**config.mk**
```make
export PLATFORM = sky130hd
export DESIGN_NAME = step_driver
export DESIGN_NICKNAME = d
export VERILOG_FILES = /design/src/rtl/step_driver.sv
export SDC_FILE = /design/constraint.sdc
export NUM_CORES = 1
export LEC_CHECK = 0
export CAP_MARGIN = 20
export CORE_MARGIN = 2
export CORE_UTILIZATION = 55
export CTS_CLUSTER_DIAMETER = 60
export DETAILED_ROUTE_END_ITERATION = 7
export PLACE_DENSITY = 0.87
export SLEW_MARGIN = 20
export SYNTH_ARGS = -nofsm -noshare
export SYNTH_HDL_FRONTEND = slang
export SYNTH_SLANG_ARGS = --single-unit
```
**constraint.sdc**
```tcl
create_clock -name clk_i -period 3.3 [get_ports clk_i]
set_clock_uncertainty 0.15 [all_clocks]
set_input_delay 0.99 -clock clk_i [delete_from_list [all_inputs] [get_ports clk_i]]
set_output_delay 0.99 -clock clk_i [all_outputs]
set_load 0.1 [all_outputs]
```
**src/rtl/step_driver.sv**
```systemverilog
// step_driver: transmit end of the up/down strobe interface used by the
// up/down counters.
//
// A move request (target_i, period_i) is accepted over a valid/ready
// handshake. The block then emits single-cycle up_o/down_o strobes, one
// every max(period_i,1) cycles, until its internal mirror of the downstream
// count (position_o) equals the target. done_o pulses for one cycle when a
// move completes. abort_i stops a move without a done pulse.
//
// Optional build macro: STEP_DRIVER_RETARGET_EN
//   When defined, ready_o stays high in STEP and an accepted request
//   replaces the move in flight. The new direction is computed against the
//   post-strobe position. An abort in the same cycle wins over the accept.
//
// Ports:
//   clk_i       clock, all state updates on posedge
//   reset_i     synchronous reset, active-low
//   target_i    requested final count
//   period_i    cycles between strobes (0 behaves as 1)
//   valid_i     target_i/period_i valid
//   ready_o     request can be accepted
//   abort_i     stop the current move
//   up_o        one-cycle increment strobe
//   down_o      one-cycle decrement strobe
//   position_o  mirrored downstream count
//   busy_o      high while stepping
//   done_o      one-cycle pulse when a move completes
module step_driver #(
  parameter int unsigned         width_p        = 8,
  parameter int unsigned         period_width_p = 8,
  parameter logic [width_p-1:0]  reset_val_p    = '0
) (
  input  logic                      clk_i,
  input  logic                      reset_i,
  input  logic [width_p-1:0]        target_i,
  input  logic [period_width_p-1:0] period_i,
  input  logic                      valid_i,
  output logic                      ready_o,
  input  logic                      abort_i,
  output logic                      up_o,
  output logic                      down_o,
  output logic [width_p-1:0]        position_o,
  output logic                      busy_o,
  output logic                      done_o
);

  typedef enum logic {
    IDLE = 1'b0,
    STEP = 1'b1
  } state_t;

  state_t                    state_q, state_d;
  logic [width_p-1:0]        position_q, position_d;
  logic [width_p-1:0]        target_q, target_d;
  logic [period_width_p-1:0] reload_q, reload_d;
  logic [period_width_p-1:0] divider_q, divider_d;
  logic                      dir_up_q, dir_up_d;
  logic                      done_q, done_d;

  logic                      strobe;
  logic                      accept;
  logic [width_p-1:0]        pos_stepped;

  // Divider reload value P-1 with P = max(period,1).
  function automatic logic [period_width_p-1:0] reload_of(
    input logic [period_width_p-1:0] p
  );
    return (p == '0) ? '0 : p - period_width_p'(1);
  endfunction

  // Strobes come straight from registered state so the downstream counter
  // sees them in the same cycle; reset forces them low immediately.
  assign strobe      = reset_i && (state_q == STEP) && (divider_q == '0) && !abort_i;
  assign up_o        = strobe & dir_up_q;
  assign down_o      = strobe & ~dir_up_q;
  assign busy_o      = reset_i && (state_q == STEP);
  assign position_o  = position_q;
  assign done_o      = done_q;
  assign pos_stepped = dir_up_q ? position_q + width_p'(1) : position_q - width_p'(1);

`ifdef STEP_DRIVER_RETARGET_EN
  assign ready_o = 1'b1;
`else
  assign ready_o = (state_q == IDLE);
`endif

  // An abort while stepping takes priority over any request in that cycle.
  assign accept = valid_i && ready_o && !((state_q == STEP) && abort_i);

  always_comb begin
    state_d    = state_q;
    position_d = position_q;
    target_d   = target_q;
    reload_d   = reload_q;
    divider_d  = divider_q;
    dir_up_d   = dir_up_q;
    done_d     = 1'b0;

    case (state_q)
      IDLE: begin
        if (accept) begin
          target_d  = target_i;
          reload_d  = reload_of(period_i);
          divider_d = reload_of(period_i);
          dir_up_d  = (target_i > position_q);
          if (target_i == position_q) begin
            done_d = 1'b1;
          end else begin
            state_d = STEP;
          end
        end
      end

      STEP: begin
        if (abort_i) begin
          state_d = IDLE;
        end else begin
          if (strobe) begin
            position_d = pos_stepped;
            divider_d  = reload_q;
            if (pos_stepped == target_q) begin
              state_d = IDLE;
              done_d  = 1'b1;
            end
          end else begin
            divider_d = divider_q - period_width_p'(1);
          end
`ifdef STEP_DRIVER_RETARGET_EN
          // A new request overrides the move, judged against the position
          // this edge leaves behind (post-strobe if it strobes).
          if (accept) begin
            target_d  = target_i;
            reload_d  = reload_of(period_i);
            divider_d = reload_of(period_i);
            dir_up_d  = (target_i > position_d);
            if (target_i == position_d) begin
              state_d = IDLE;
              done_d  = 1'b1;
            end else begin
              state_d = STEP;
              done_d  = 1'b0;
            end
          end
`endif
        end
      end

      default: state_d = IDLE;
    endcase
  end

  always_ff @(posedge clk_i) begin
    if (!reset_i) begin
      state_q    <= IDLE;
      position_q <= reset_val_p;
      divider_q  <= '0;
      dir_up_q   <= 1'b0;
      done_q     <= 1'b0;
    end else begin
      state_q    <= state_d;
      position_q <= position_d;
      divider_q  <= divider_d;
      dir_up_q   <= dir_up_d;
      done_q     <= done_d;
    end
  end

  // Request payload only matters once a move is accepted.
  always_ff @(posedge clk_i) begin
    target_q <= target_d;
    reload_q <= reload_d;
  end

endmodule

```
==> run summary <==
Critical Path AT: 2.13 ns
Tmin final: 3.269 ns
Syn Inst Count: 271
Final Util: 0.7257
DRT iter0 DRCs: 193
H-tree levels: 2
Synth Area per Inst: 8.800 sq um
buffers added on ports: 32
worst-skew pair later-pin latency: 0.29 ns
Critical Path Fanout Max: 5
# hold bufs at CTS: 0
Area growth, synth to finish: 24.34%
leading area contributor after synthesis: edfxtp_1
Crit path required time: 2.16 ns
setup TNS: 0 ns
Yosys top cell area share: 0.2015
routability-driven placement congestion ratio: 0.8987
Hold Crit Start: divider_q[6]$_SDFFE_PN0P_
Hold Vio Cnt, Final: 0
sequential fraction of the synthesis area: 0.3610
Worst R2R Path Depth: 8
final wirelength: 6283 microns
status: finished, final reports clean
Flop pwr share: 0.435
number of diodes: 0
layout cells sized above 1: 0.1556
die area: 0.004879 sq mm
largest net degree at the start of global routing: 21
Hold WC Path Type: reg2reg
Critical path origin: divider_q[2]$_SDFFE_PN0P_
Routed Antenna Nets: 0
Power Density: 396.7 mW/mm^2
root buf cell: clkbuf_8
clock share of power: 0.295
Remaining DRCs: 0
WL per Instance: 17.21 microns
FF-to-FF Start: divider_q[2]$_SDFFE_PN0P_
I/O pin cnt: 33
vias in the first global route: 2,184
Synth Warn #: 0
Internal Power: 0.0008145 W
Via density: 6.216
TritonCTS clock tree: yes
static leakage: 1.176 nW
Min Hold Slack: 0.3317 ns
Nets: 351
Slew @ Worst Pin: 0.4757 ns
Die Width: 69.85 microns
first-pass GRT wire length: 10,350 microns
Max-Slew Margin vs Limit: 0.6784
Startpoint Class: register
Gate power share: 0.270
Critical Path End: up_o
vias after detailed routing: 2,269
global route overflow: 0
drt pass-1 iters: 5
Post-synth top flop: dfxtp_1
switching pwr: 0.0003619 W
reg-to-reg endpoint: done_o$_SDFF_PN0_
HPWL Detailed: 4496 microns
final setup fails: 0
overall power: 0.001176 W
syn_nets: 308
leading post-synthesis cells by cell area: edfxtp_1, dfxtp_1, ha_1
CP Capture Type: output port
cell row count: 23
switch share: 0.3076
clock buffer depth: 2
kind of critical path: reg2out
post-synthesis instance area: 0.002385 sq mm
Distinct cells, synth: 48
VDD IR max: 226.7 uV
CTS clk-pin slew, worst paths: 0.07 ns
Core Area: 0.004086 sq mm
initial antenna violation count: 0
commonest non-fill, non-tap cell in the layout: buf_4
Total GRT Usage: 0.2667
Max Clk Rate: 305.9 MHz
R2R Setup Slk: 0.20 ns
clk sinks: 35
Max Cap Viol: 0
flops & latches, synth: 35
cts bufs inserted: 5
ys async rst share: 0
max-slew violation count: 0
Initial Util: 0.5836
DIE HEIGHT: 69.85 microns
number of synthesized flops with an enable pin: 16
most frequent cells in the layout: buf_4, inv_1, nor2_1
period utilization: 0.9907
flip-flops by register name, summed over array words and instances, names as in the netlist:
| name | flops |
|---|---|
| position_o | 8 |
| target_q | 8 |
| state_q | 1 |
| done_o | 1 |
| dir_up_q | 1 |
| divider_q | 8 |
| reload_q | 8 |
critical path: stages (launching register included):
cell     delay (ns)
dfxtp_1        0.36
or4_4          0.57
or4_4          0.58
nor2_4         0.14
buf_12         0.18
layout make-up:
cell class | count | area (sq um)
clock buffer | 8 | 100.1
fill | 298 | 1121
inverter | 21 | 78.83
multi-input combinational | 203 | 1418
sequential | 35 | 864.6
tap | 50 | 62.56
timing repair buffer | 48 | 441.7
worst min-delay path by stage:
stage                                 to  depth (start not counted)
6_report       divider_q[6]$_SDFFE_PN0P_                          2
5_1_grt        divider_q[6]$_SDFFE_PN0P_                          2
4_1_cts        divider_q[6]$_SDFFE_PN0P_                          2
3_5_place_dp   divider_q[6]$_SDFFE_PN0P_                          2
3_3_place_gp   divider_q[6]$_SDFFE_PN0P_                          2
2_1_floorplan  divider_q[6]$_SDFFE_PN0P_                          2
stage by stage:
step	setup slack [ns]	instances	instance area, sq um
6_report	0.03081	365	2965
5_1_grt	-0.002493	365	2965
4_1_cts	-0.01343	364	2957
3_5_place_dp	-0.3663	354	2841
2_1_floorplan	-0.2101	271	2412
3_3_place_gp	-0.3407	354	2841
power groups by stage:
stage / Combinational, W / Sequential (W) / Clock [W]
floorplan: 0.000199 / 0.000524 / 0
detailed placement: 0.000301 / 0.000519 / 0
global route: 0.000342 / 0.000516 / 0.000365
CTS: 0.000306 / 0.000510 / 0.000346
finish: 0.000317 / 0.000512 / 0.000347
global placement: 0.000292 / 0.000518 / 0
cells in the mapped netlist, drive strengths merged, types with 6 or more instances:
library cell / number
or3: 7
ha: 16
dfxtp: 19
o211ai: 6
nor3: 8
a21oi: 16
nand2: 17
xnor2: 14
clkbuf: 11
inv: 21
nor2: 23
o21ai: 18
o21a: 6
xor2: 6
edfxtp: 16
kinds of logic after synthesis:
kind of cell | synth area share
compound gates | 0.1988
xor+xnor | 0.08290
fa+ha+maj | 0.09234
buf+inv | 0.05247
flops | 0.3610
mux | 0.02204
simple gates | 0.1904
routing by layer:
metal  routed length (microns)  GRT usage
met5                         0          0
met4                       112    0.08333
met3                       460    0.04185
met2                      3068     0.4508
met1                      2641     0.3504
what timing repair did:
| action | in CTS | in global routing |
|---|---|---|
| resized for setup | 10 | 1 |
| setup buffers | 2 | 1 |
| pin swaps | 4 | 3 |
| hold endpoints to repair | 0 | 0 |
| setup endpoints to repair | 4 | 2 |
Power figures use the tool's default switching activity.
